<file path="config.mk">
export PLATFORM = sky130hd
export DESIGN_NAME = pulse_gen
export DESIGN_NICKNAME = d
export VERILOG_FILES = /design/src/rtl/pulse_gen_pkg.sv /design/src/rtl/pulse_gen_sat_counter.sv /design/src/rtl/pulse_gen.sv
export SDC_FILE = /design/constraint.sdc
export NUM_CORES = 1
export LEC_CHECK = 0
export ABC_AREA = 1
export CORE_MARGIN = 2
export CORE_UTILIZATION = 37
export DETAILED_ROUTE_END_ITERATION = 12
export GPL_TIMING_DRIVEN = 0
export HOLD_SLACK_MARGIN = 0.15
export PLACE_DENSITY = 0.61
export SLEW_MARGIN = 20
export SYNTH_ARGS = -nofsm -noshare
export SYNTH_HDL_FRONTEND = slang
export SYNTH_SLANG_ARGS = --single-unit
</file>
<file path="constraint.sdc">
create_clock -name clk -period 3.1 [get_ports clk]
set_clock_uncertainty 0.2 [all_clocks]
set_input_delay 0.62 -clock clk [delete_from_list [all_inputs] [get_ports clk]]
set_output_delay 0.62 -clock clk [all_outputs]
set_load 0.01 [all_outputs]
</file>
<file path="src/rtl/pulse_gen_pkg.sv">
// Shared definitions for pulse_gen: state encodings, counter width and
// counter-load helper, imported by the RTL and the bench alike.
package pulse_gen_pkg;

    localparam int CNT_W = 8;

    typedef enum logic [1:0] {
        ST_IDLE    = 2'd0,
        ST_HIGH    = 2'd1,
        ST_GAP     = 2'd2,
        ST_ILLEGAL = 2'd3
    } state_e;

    localparam logic [CNT_W-1:0] CNT_ZERO = {CNT_W{1'b0}};
    localparam logic [CNT_W-1:0] CNT_ONE  = {{(CNT_W-1){1'b0}}, 1'b1};

    // The down-counter reaches zero on the last cycle of a phase, so it loads N-1.
    function automatic logic [CNT_W-1:0] load_val(input int unsigned cycles);
        return CNT_W'(cycles - 32'd1);
    endfunction

endpackage

</file>
<file path="src/rtl/pulse_gen_sat_counter.sv">
// Saturating up-counter used to tally discarded pulse requests.
module sat_counter #(
    parameter int W = 8
) (
    input  logic         clk,
    input  logic         rst,
    input  logic         inc,
    output logic [W-1:0] count
);

    logic [W-1:0] count_q;
    logic [W-1:0] count_d;

    // Next count: hold at all-ones once reached.
    always_comb begin
        count_d = count_q;
        if (inc && (count_q != {W{1'b1}})) begin
            count_d = count_q + {{(W-1){1'b0}}, 1'b1};
        end else begin
            count_d = count_q;
        end
    end

    // Count register.
    always_ff @(posedge clk or posedge rst) begin
        if (rst) begin
            count_q <= {W{1'b0}};
        end else begin
            count_q <= count_d;
        end
    end

    assign count = count_q;

endmodule

</file>
<file path="src/rtl/pulse_gen.sv">
// Pulse generator: each accepted trig yields one HIGH_CYCLES-wide pulse followed
// by at least GAP_CYCLES low cycles; one extra request may wait in a pending slot.
module pulse_gen
    import pulse_gen_pkg::*;
#(
    parameter int HIGH_CYCLES = 4,
    parameter int GAP_CYCLES  = 2
) (
    input  logic             clk,
    input  logic             rst,
    input  logic             trig,
    output logic             out,
    output logic             busy,
    output logic             pending,
    output logic [CNT_W-1:0] drop_cnt
);

    state_e           state_q;
    state_e           state_d;
    logic [CNT_W-1:0] cnt_q;
    logic [CNT_W-1:0] cnt_d;
    logic             pending_q;
    logic             pending_d;
    logic             out_q;
    logic             out_d;
    logic             busy_q;
    logic             busy_d;
    logic             queue_win_s;
    logic             drop_inc_s;
    logic             final_gap_s;

    assign final_gap_s = (state_q == ST_GAP) && (cnt_q == CNT_ZERO);
    // Requests arriving while a pulse or a non-final gap cycle runs go to the pending slot.
    assign queue_win_s = (state_q == ST_HIGH) || ((state_q == ST_GAP) && !final_gap_s);

    // Next-state, counter and pending-slot logic.
    always_comb begin
        state_d    = state_q;
        cnt_d      = cnt_q;
        pending_d  = pending_q;
        drop_inc_s = 1'b0;

        if (queue_win_s && trig) begin
            if (pending_q) begin
                drop_inc_s = 1'b1;
            end else begin
                pending_d = 1'b1;
            end
        end else begin
            drop_inc_s = 1'b0;
        end

        case (state_q)
            ST_IDLE: begin
                if (trig) begin
                    state_d = ST_HIGH;
                    cnt_d   = load_val(HIGH_CYCLES);
                end else begin
                    state_d = ST_IDLE;
                    cnt_d   = CNT_ZERO;
                end
            end
            ST_HIGH: begin
                if (cnt_q == CNT_ZERO) begin
                    state_d = ST_GAP;
                    cnt_d   = load_val(GAP_CYCLES);
                end else begin
                    state_d = ST_HIGH;
                    cnt_d   = cnt_q - CNT_ONE;
                end
            end
            ST_GAP: begin
                if (cnt_q != CNT_ZERO) begin
                    state_d = ST_GAP;
                    cnt_d   = cnt_q - CNT_ONE;
                end else if (pending_q || trig) begin
                    // A simultaneous trig takes over the slot just served.
                    state_d   = ST_HIGH;
                    cnt_d     = load_val(HIGH_CYCLES);
                    pending_d = pending_q && trig;
                end else begin
                    state_d   = ST_IDLE;
                    cnt_d     = CNT_ZERO;
                    pending_d = 1'b0;
                end
            end
            default: begin
                state_d   = ST_IDLE;
                cnt_d     = CNT_ZERO;
                pending_d = 1'b0;
            end
        endcase

        out_d  = (state_d == ST_HIGH);
        busy_d = (state_d != ST_IDLE);
    end

    // State machine and output registers.
    always_ff @(posedge clk or posedge rst) begin
        if (rst) begin
            state_q   <= ST_IDLE;
            cnt_q     <= CNT_ZERO;
            pending_q <= 1'b0;
            out_q     <= 1'b0;
            busy_q    <= 1'b0;
        end else begin
            state_q   <= state_d;
            cnt_q     <= cnt_d;
            pending_q <= pending_d;
            out_q     <= out_d;
            busy_q    <= busy_d;
        end
    end

    sat_counter #(
        .W(CNT_W)
    ) u_drop_cnt (
        .clk   (clk),
        .rst   (rst),
        .inc   (drop_inc_s),
        .count (drop_cnt)
    );

    assign out     = out_q;
    assign busy    = busy_q;
    assign pending = pending_q;

endmodule

</file>
After elaboration in Yosys (flattened, before gate mapping)
Cells that the tools add are included.

Flip-flop bits (word level): 21. Output and inout bits: 11. Word-level logic and storage cells: 41.

Add/sub/neg operators: 2. Equal/unequal tests: 4. Muxes and demuxes: 16. Reductions and logical operators: 13.

Operators with widths (count): $pmux 8 s3 (1); $mux 8 (2); $add 8x1->8 const B (1); $logic_not 8->1 (1); $mux 2 (4); $ne 8x8->1 const B (1); $reduce_bool 8->1 (1); $sub 8x1->8 const B (1); $mux 1 (7); $pmux 2 s3 (1); $logic_and 1x1->1 (5); $eq 2x1->1 const B (2); $eq 2x2->1 const B (1); $logic_not 2->1 (1); $logic_or 1x1->1 (2); $pmux 1 s2 (1); $reduce_bool 2->1 (1); $reduce_or 2->1 (1); $logic_not 1->1 (1).

Longest topological paths before layout
Gate-level depths: netlist (run 1).

Depth in word-level cells: 9. Mapped depth: 9.

Hierarchy
Synthesis (run 1) repeated with hierarchy kept, for this count alone.

Cell total of the unflattened synthesis: 167. Area, all modules: 1244.9 sq um.

By module, submodules not included: pulse_gen (times used 1, cells each 104, area each 772.0 sq um, seq. area each 325.3 sq um); sat_counter (times used 1, cells each 63, area each 473.0 sq um, seq. area each 200.2 sq um).

Least setup slack after synthesis (run 1)
OpenSTA, ideal clock, no wires.

Path kind: register to register. From: register u_drop_cnt.count_q[0] (netlist: u_drop_cnt.count[0]). To: register u_drop_cnt.count_q[5] (netlist: u_drop_cnt.count[5]). Setup time: 0.117 ns. Arrival time: 1.342 ns. Path slack: 1.441 ns. Stages on the path, launching flop included: 8. Buffers on the path: 0. Path through: dfrtp_1 ha_1 inv_1 nor2_1 a21oi_2 nand2_4 nand2_1 nand2_1.

Cells in the longest elaborated chain, start to end: 2. Elaborated cells on any way between the ends: 3. Those cells by class: add/sub (1); eq/ne (1); reduce/logical (1).

Ends and longest elaborated chain: start: declaration (line pulse_gen_sat_counter.sv:11) `logic [W-1:0] count_q;`; start signal: assignment (line pulse_gen_sat_counter.sv:27) `count_q <= {W{1'b0}};`; start signal: assignment (line pulse_gen_sat_counter.sv:29) `count_q <= count_d;`; parallel branches: the longest is 2 deep, another holds $add 8x1->8.

Parallel ways; which one is timed is not known. A chain may end at the register's enable or synchronous reset.

Final worst setup path (run 1)
From: register u_drop_cnt.count_q[5] (netlist: u_drop_cnt.count[5]). To: output drop_cnt[5].

RTL lines: end: declaration (line pulse_gen.sv:15) `output logic [CNT_W-1:0] drop_cnt`.

No word-level cell between the ends.

==> results.py, run 1 <==
metrics = {
    "routing": {
        "drt-initial-drc-count": 10,
        "vias_per_cell": 4.67,
        "detail-route-antenna-nets": 0,
        "drc": 0,
        "dr.pass1.iters": 4,
        "wire_per_inst_um": 10.8,
        "num_vias": 1013,
        "totalWireLength_um": 2350,
    },
    "cells_and_area": {
        "num_antenna_cells": 0,
        "area_delta_synth_final_pct": 17.8,
        "fill_cells": 332,
        "instances_no_fill": 217,
        "nNetsFinal": 180,
        "final_cell_area_um2": 1400,
        "drive_gt1_frac": 0.0694,
    },
    "status": {
        "outcome": "finished, final reports clean",
    },
    "pwr": {
        "p_total_mw": 1.29,
        "ir_worst_vdd_v": 0.000351,
        "p_leak_nw": 0.722,
        "power.density_nw_per_um2": 923,
    },
    "grt": {
        "grt_first_pass_wirelength_um": 4230,
        "antenna_found_initial": 0,
        "grt_pass1_vias": 1008,
        "grt_max_degree": 22,
        "grt-ovfl-total": 0,
        "gr-usage-all-layers": 0.152,
    },
    "die": {
        "io_pins": 14,
        "start_util": 0.389,
        "num_rows": 20,
        "core_um2": 3050,
        "die_w_um": 60.6,
        "die_h_um": 60.6,
        "die_area_um2": 3670,
    },
    "timing": {
        "fin_crit_sh": 0.709,
        "timing.fmax_ghz": 0.455,
        "setup_viol": 0,
        "fin_ws_ps": 903,
        "setup_tns_ps": 0,
        "finalCriticalPeriod_ps": 2200,
        "relSlewSlack": 0.458,
        "worst-slew-pin-transition_ps": 812,
        "rsz0062_at_grt": "no",
        "slew_viol_final": 0,
        "hold_viol": 0,
    },
    "placement": {
        "place_ws_ps": 829,
        "hpwl_um": 1800,
        "io_buffers": 13,
        "placed_cells": 213,
        "place_area_um2": 1370,
        "place_congestion": 0.803,
    },
    "synth": {
        "ys_seq_elements": 21,
        "synth_compound_area_frac": 0.0464,
        "synth_xor_area_frac": 0.0591,
        "syn_avg_cell_area_um2": 7.60,
        "syn-instance-count": 156,
        "yosys.area_share.simple": 0.334,
        "synthMuxAreaShare": 0,
        "synthDistinctLibCells": 21,
        "syn-num-nets": 162,
        "synth.cell_area_um2": 1190,
        "yosys.area_share.adder": 0.0316,
        "synth_top_family_by_area": "simple AND/OR/NAND/NOR gates",
        "yosysSeqAreaShare": 0.443,
        "synth_warnings": 0,
    },
    "worst_setup_path": {
        "cp_max_fo": 8,
        "crit_family": "buffers and inverters",
        "cp_num_buf_inv": 1,
        "cp_slowest_cell": "clkdlybuf4s50_1",
        "worstPathArrival_ps": 1380,
        "worstPathCellList": "clkdlybuf4s50_1",
        "crit_type": "flip-flop to primary output",
        "max_stage_delay_ps": 590,
        "cp-start-kind": "flip-flop",
        "end_kind": "primary output",
        "crit_required_ps": 2280,
    },
    "clock_network": {
        "cts_resized": 0,
        "root_buffer": "clkbuf_4",
        "cts_max_path_buffers": 2,
        "cts.sinks": 21,
        "cts.clk_slew.worst_paths_ps": 120,
        "cts_tree": "done",
        "cts_made_buffers": 3,
        "cts_hold_buf": 0,
        "clk_latency_ps": 300,
        "cts_max_level": 1,
        "postCtsSetupBuffers": 0,
    },
    "min_path": {
        "worstHoldPathType": "flip-flop to flip-flop",
    },
    "flow_run": {
        "maxCapViolations": 0,
    },
}
## worst paths after layout
check                                           startpoint                              end  slack (ps)  depth (start not counted)
setup / recovery           u_drop_cnt.count[5]$_DFFE_PP0P_                      drop_cnt[5]         900                          1
hold / removal             u_drop_cnt.count[7]$_DFFE_PP0P_  u_drop_cnt.count[7]$_DFFE_PP0P_         370                          2
setup reg to reg           u_drop_cnt.count[0]$_DFFE_PP0P_  u_drop_cnt.count[3]$_DFFE_PP0P_        1220                          7
hold reg to reg            u_drop_cnt.count[7]$_DFFE_PP0P_  u_drop_cnt.count[7]$_DFFE_PP0P_         370                          2
max in group asynchronous                              rst               cnt_q[1]$_DFF_PP0_        1630                          2
min in group asynchronous                              rst  u_drop_cnt.count[5]$_DFFE_PP0P_         570                          2
## per-stage QoR
step	hold slack, ps	utilization
floorplan	300	-
global placement	325	0.449
detailed placement	341	0.449
CTS	374	0.458
global route	405	0.458
finish	366	0.458
## per-layer routing
layer / track usage / up-vias / share of wire
met5: 0 / - / 0
met4: 0.0466 / 0 / 0.0042
met3: 0.0277 / 2 / 0.028
met2: 0.273 / 11 / 0.51
met1: 0.185 / 488 / 0.46
li1: - / 512 / -
## cells by family after synthesis
group / after synthesis
compound gates: 9
xor+xnor: 8
fa+ha+maj: 3
buf+inv: 27
simple gates: 88
flops: 21
## synth_stat cells
cell | number | area share
dfrtp_1 | 21 | 0.44
inv_2 | 1 | 0.0032
nand2_1 | 46 | 0.15
o21ai_2 | 1 | 0.0074
a31oi_1 | 2 | 0.011
nand3_1 | 12 | 0.051
nand4_1 | 3 | 0.016
ha_1 | 3 | 0.032
xnor2_1 | 1 | 0.0074
nand2_2 | 1 | 0.0053
inv_1 | 26 | 0.082
a21oi_1 | 2 | 0.0084
nand2_4 | 2 | 0.019
a21oi_2 | 1 | 0.0074
o21ai_0 | 3 | 0.013
nor2_4 | 2 | 0.019
nor3_1 | 1 | 0.0042
xor2_1 | 7 | 0.052
nand3b_1 | 2 | 0.013
nor2_1 | 18 | 0.057
nor2_2 | 1 | 0.0053
## state kept, by name (all words and copies together), names as in the netlist
| signal | count |
|---|---|
| u_drop_cnt.count | 8 |
| busy | 1 |
| state_q | 2 |
| out | 1 |
| pending | 1 |
| cnt_q | 8 |
## final cells by class
cell class / count / area [um2] / share of cell area
Tap cell: 44 / 55.1 / 0.0394
Timing Repair Buffer: 13 / 130 / 0.0931
Inverter: 27 / 101 / 0.0725
Sequential cell: 21 / 526 / 0.376
Clock buffer: 4 / 26.3 / 0.0188
Multi-Input combinational cell: 108 / 559 / 0.400
## cell usage in the layout (no fill, tap or decap)
cell	n
a21oi_2	1
xor2_1	7
nand4_1	3
a31oi_1	2
nor3_1	1
clkdlybuf4s50_1	13
inv_2	1
o21ai_0	3
ha_1	3
dfrtp_1	21
nand2_4	2
nor2_4	2
clkbuf_1	1
nand3_1	12
o21ai_2	1
xnor2_1	1
nand3b_1	2
clkbuf_4	3
nand2_1	46
nand2_2	1
inv_1	26
nor2_2	1
a21oi_1	2
nor2_1	18
## power breakdown
part / internal (mW) / switching, mW / total [mW]
sequential: 0.377 / 0.0905 / 0.467
clock: 0.0501 / 0.0828 / 0.133
combinational: 0.273 / 0.416 / 0.689
total: 0.700 / 0.589 / 1.29
No activity file was read; power rests on OpenSTA's default activity.
==> inputs of run 2 (changes only) <==
--- a/config.mk
+++ b/config.mk
@@ -11,7 +11,7 @@
 export DETAILED_ROUTE_END_ITERATION = 12
 export GPL_TIMING_DRIVEN = 0
 export HOLD_SLACK_MARGIN = 0.15
-export PLACE_DENSITY = 0.61
+export PLACE_DENSITY = 0.63
 export SLEW_MARGIN = 20
 export SYNTH_ARGS = -nofsm -noshare
 export SYNTH_HDL_FRONTEND = slang
==> constraint.sdc (replaced) <==
create_clock -name clk -period 1.9 [get_ports clk]
set_clock_uncertainty 0.2 [all_clocks]
set_input_delay 0.38 -clock clk [delete_from_list [all_inputs] [get_ports clk]]
set_output_delay 0.38 -clock clk [all_outputs]
set_load 0.01 [all_outputs]
==> run 2 against run 1 <==
  * Non-clock buffer count rose by 13
  * Global-route usage shrank 0.26 points
  * Register-to-register slack got worse by 1000 ps
  * Worst hold slack lost 51 ps
  * Power is 71% higher
  * Worst setup slack lost 830 ps
  * Cell count up 6.0%
  * Critical endpoint is now pending
  * Largest cell class unchanged
==> results.py, run 2 (synthesized netlist as in run 1, its figures left out) <==
metrics = {
    "status": {
        "outcome": "finished, final reports clean",
    },
    "routing": {
        "vias_per_cell": 4.51,
        "detail-route-antenna-nets": 0,
        "totalWireLength_um": 2380,
        "wire_per_inst_um": 10.4,
        "dr.pass1.iters": 6,
        "drt-initial-drc-count": 30,
        "num_vias": 1038,
        "drc": 0,
    },
    "worst_setup_path": {
        "cp_max_fo": 4,
        "crit_cells": 1,
        "ff2ff_path_depth": 7,
        "end_kind": "primary output",
        "max_stage_delay_ps": 550,
        "crit_required_ps": 1320,
        "cp_num_buf_inv": 1,
        "r2r-start": "u_drop_cnt.count[0]$_DFFE_PP0P_",
        "cp-start-kind": "flip-flop",
        "crit_type": "flip-flop to primary output",
        "cp_slowest_cell": "clkdlybuf4s50_1",
        "reg2reg_slack_ps": 180,
        "worstPathArrival_ps": 1250,
        "rr_endpoint": "u_drop_cnt.count[6]$_DFFE_PP0P_",
        "crit_family": "buffers and inverters",
        "worstPathCellList": "clkdlybuf4s50_1",
    },
    "die": {
        "die_area_um2": 3670,
        "die_h_um": 60.6,
        "start_util": 0.389,
        "io_pins": 14,
        "num_rows": 20,
        "die_w_um": 60.6,
        "core_um2": 3050,
    },
    "clock_network": {
        "cts_made_buffers": 3,
        "cts.clk_slew.worst_paths_ps": 120,
        "cts.sinks": 21,
        "cts_max_level": 1,
        "cts_tree": "done",
        "cts_max_path_buffers": 2,
        "root_buffer": "clkbuf_4",
        "cts_hold_buf": 0,
        "clk_latency_ps": 300,
    },
    "timing": {
        "timing.fmax_ghz": 0.548,
        "fin_crit_sh": 0.961,
        "relSlewSlack": 0.464,
        "slew_viol_final": 0,
        "rsz0062_at_grt": "no",
        "finalCriticalPeriod_ps": 1830,
        "hold_viol": 0,
        "fin_ws_ps": 74.6,
        "setup_viol": 0,
        "worst-slew-pin-transition_ps": 803,
    },
    "min_path": {
        "worstHoldPathType": "primary input to async pin",
    },
    "placement": {
        "place_ws_ps": -91.1,
        "io_buffers": 13,
        "place_area_um2": 1370,
        "hpwl_um": 1680,
        "place_congestion": 0.793,
    },
    "pwr": {
        "p_leak_nw": 0.828,
        "power.density_nw_per_um2": 1450,
        "pwr-share-comb": 0.569,
        "p_seq_frac": 0.334,
        "ir_worst_vdd_v": 0.000449,
        "pwr-share-clk": 0.097,
        "p_int_mw": 1.22,
        "power.switching_mw": 0.977,
        "p_sw_frac": 0.444,
    },
    "grt": {
        "antenna_found_initial": 0,
        "grt_pass1_vias": 1007,
        "grt_max_degree": 22,
        "grt-ovfl-total": 0,
        "grt_first_pass_wirelength_um": 4170,
        "gr-usage-all-layers": 0.150,
    },
    "flow_run": {
        "maxCapViolations": 0,
    },
    "cells_and_area": {
        "drive_gt1_frac": 0.156,
        "num_antenna_cells": 0,
        "nNetsFinal": 193,
        "final_cell_area_um2": 1520,
        "final_common_cell": "nand2_1",
        "fill_cells": 327,
        "mostFrequentLayoutCells": "nand2_1, inv_1, nor2_1, dfrtp_1, buf_4",
        "area_delta_synth_final_pct": 27.7,
    },
}
-- run 2: cell count changes in the layout (fill, tap and decap cells not counted), sizes merged --
cell / before / now
clkinv: 0 / 1
clkdlybuf4s50: 13 / 10
dlymetal6s2s: 0 / 3
buf: 0 / 13
clkbuf: 4 / 3
-- run 2: power groups by stage --
stage               combinational, mW  sequential [mW]  clock [mW]
floorplan                       0.773            0.781           0
global placement                 1.10            0.762           0
detailed placement               1.13            0.767           0
CTS                              1.17            0.747       0.226
global route                     1.44            0.756       0.248
finish                           1.25            0.735       0.214
-- run 2: final cells by class --
type / count / area (um2) / area share
multi-input combinational: 108 / 567 / 0.374
sequential: 21 / 529 / 0.349
timing repair buffer: 26 / 235 / 0.155
inverter: 27 / 101 / 0.0669
tap: 44 / 55.1 / 0.0363
clock buffer: 3 / 22.5 / 0.0149
clock inverter: 1 / 5.00 / 0.00330
-- run 2: how the worst max path moves through the flow --
| stage | from | end |
|---|---|---|
| after floorplan | u_drop_cnt.count[0]$_DFFE_PP0P_ | u_drop_cnt.count[5]$_DFFE_PP0P_ |
| after global placement | trig | u_drop_cnt.count[5]$_DFFE_PP0P_ |
| after detailed placement | trig | u_drop_cnt.count[6]$_DFFE_PP0P_ |
| after CTS | u_drop_cnt.count[5]$_DFFE_PP0P_ | drop_cnt[5] |
| after global routing | pending$_DFF_PP0_ | pending |
| final | pending$_DFF_PP0_ | pending |
-- run 2: through the flow --
step	hold WS, ps	power [mW]	utilization	setup TNS (ps)	instances
2_1_floorplan	157	1.55	-	0	156
3_3_place_gp	316	1.86	0.449	-458	213
3_5_place_dp	346	1.90	0.449	-666	213
4_1_cts	350	2.15	0.464	0	219
5_1_grt	381	2.44	0.496	0	230
6_report	315	2.20	0.496	0	230
-- run 2: metal layers --
metal / track usage / share of wire / vias to the layer above
met5: 0 / 0 / -
met3: 0.0277 / 0.026 / 2
li1: - / - / 537
met1: 0.192 / 0.46 / 480
met4: 0.0466 / 0.0042 / 0
met2: 0.257 / 0.51 / 19
-- run 2: repair_timing --
item                                    4_1_cts  5_1_grt
setup buffers                                 2       11
endpoints found under the setup margin        5       16
endpoints found under the hold margin         0        0
resized for setup                             3        4
gates cloned                                  0        0
==> inputs of run 3 (changes only) <==
--- a/config.mk
+++ b/config.mk
@@ -11,7 +11,7 @@
 export DETAILED_ROUTE_END_ITERATION = 12
 export GPL_TIMING_DRIVEN = 0
 export HOLD_SLACK_MARGIN = 0.15
-export PLACE_DENSITY = 0.63
+export PLACE_DENSITY = 0.61
 export SLEW_MARGIN = 20
 export SYNTH_ARGS = -nofsm -noshare
 export SYNTH_HDL_FRONTEND = slang
==> constraint.sdc (replaced) <==
create_clock -name clk -period 2.3 [get_ports clk]
set_clock_uncertainty 0.2 [all_clocks]
set_input_delay 0.46 -clock clk [delete_from_list [all_inputs] [get_ports clk]]
set_output_delay 0.46 -clock clk [all_outputs]
set_load 0.01 [all_outputs]
==> results of run 3 <==
The final DEF is identical to that of run 1. Status: finished, final reports clean.
Among the figures that moved: setup slack after placement 829 ps -> 189 ps; setup slack after layout 903 ps -> 263 ps; register-to-register setup slack 1220 ps -> 420 ps; total power 1.29 mW -> 1.74 mW; worst IR drop on VDD 0.000351 V -> 0.000473 V
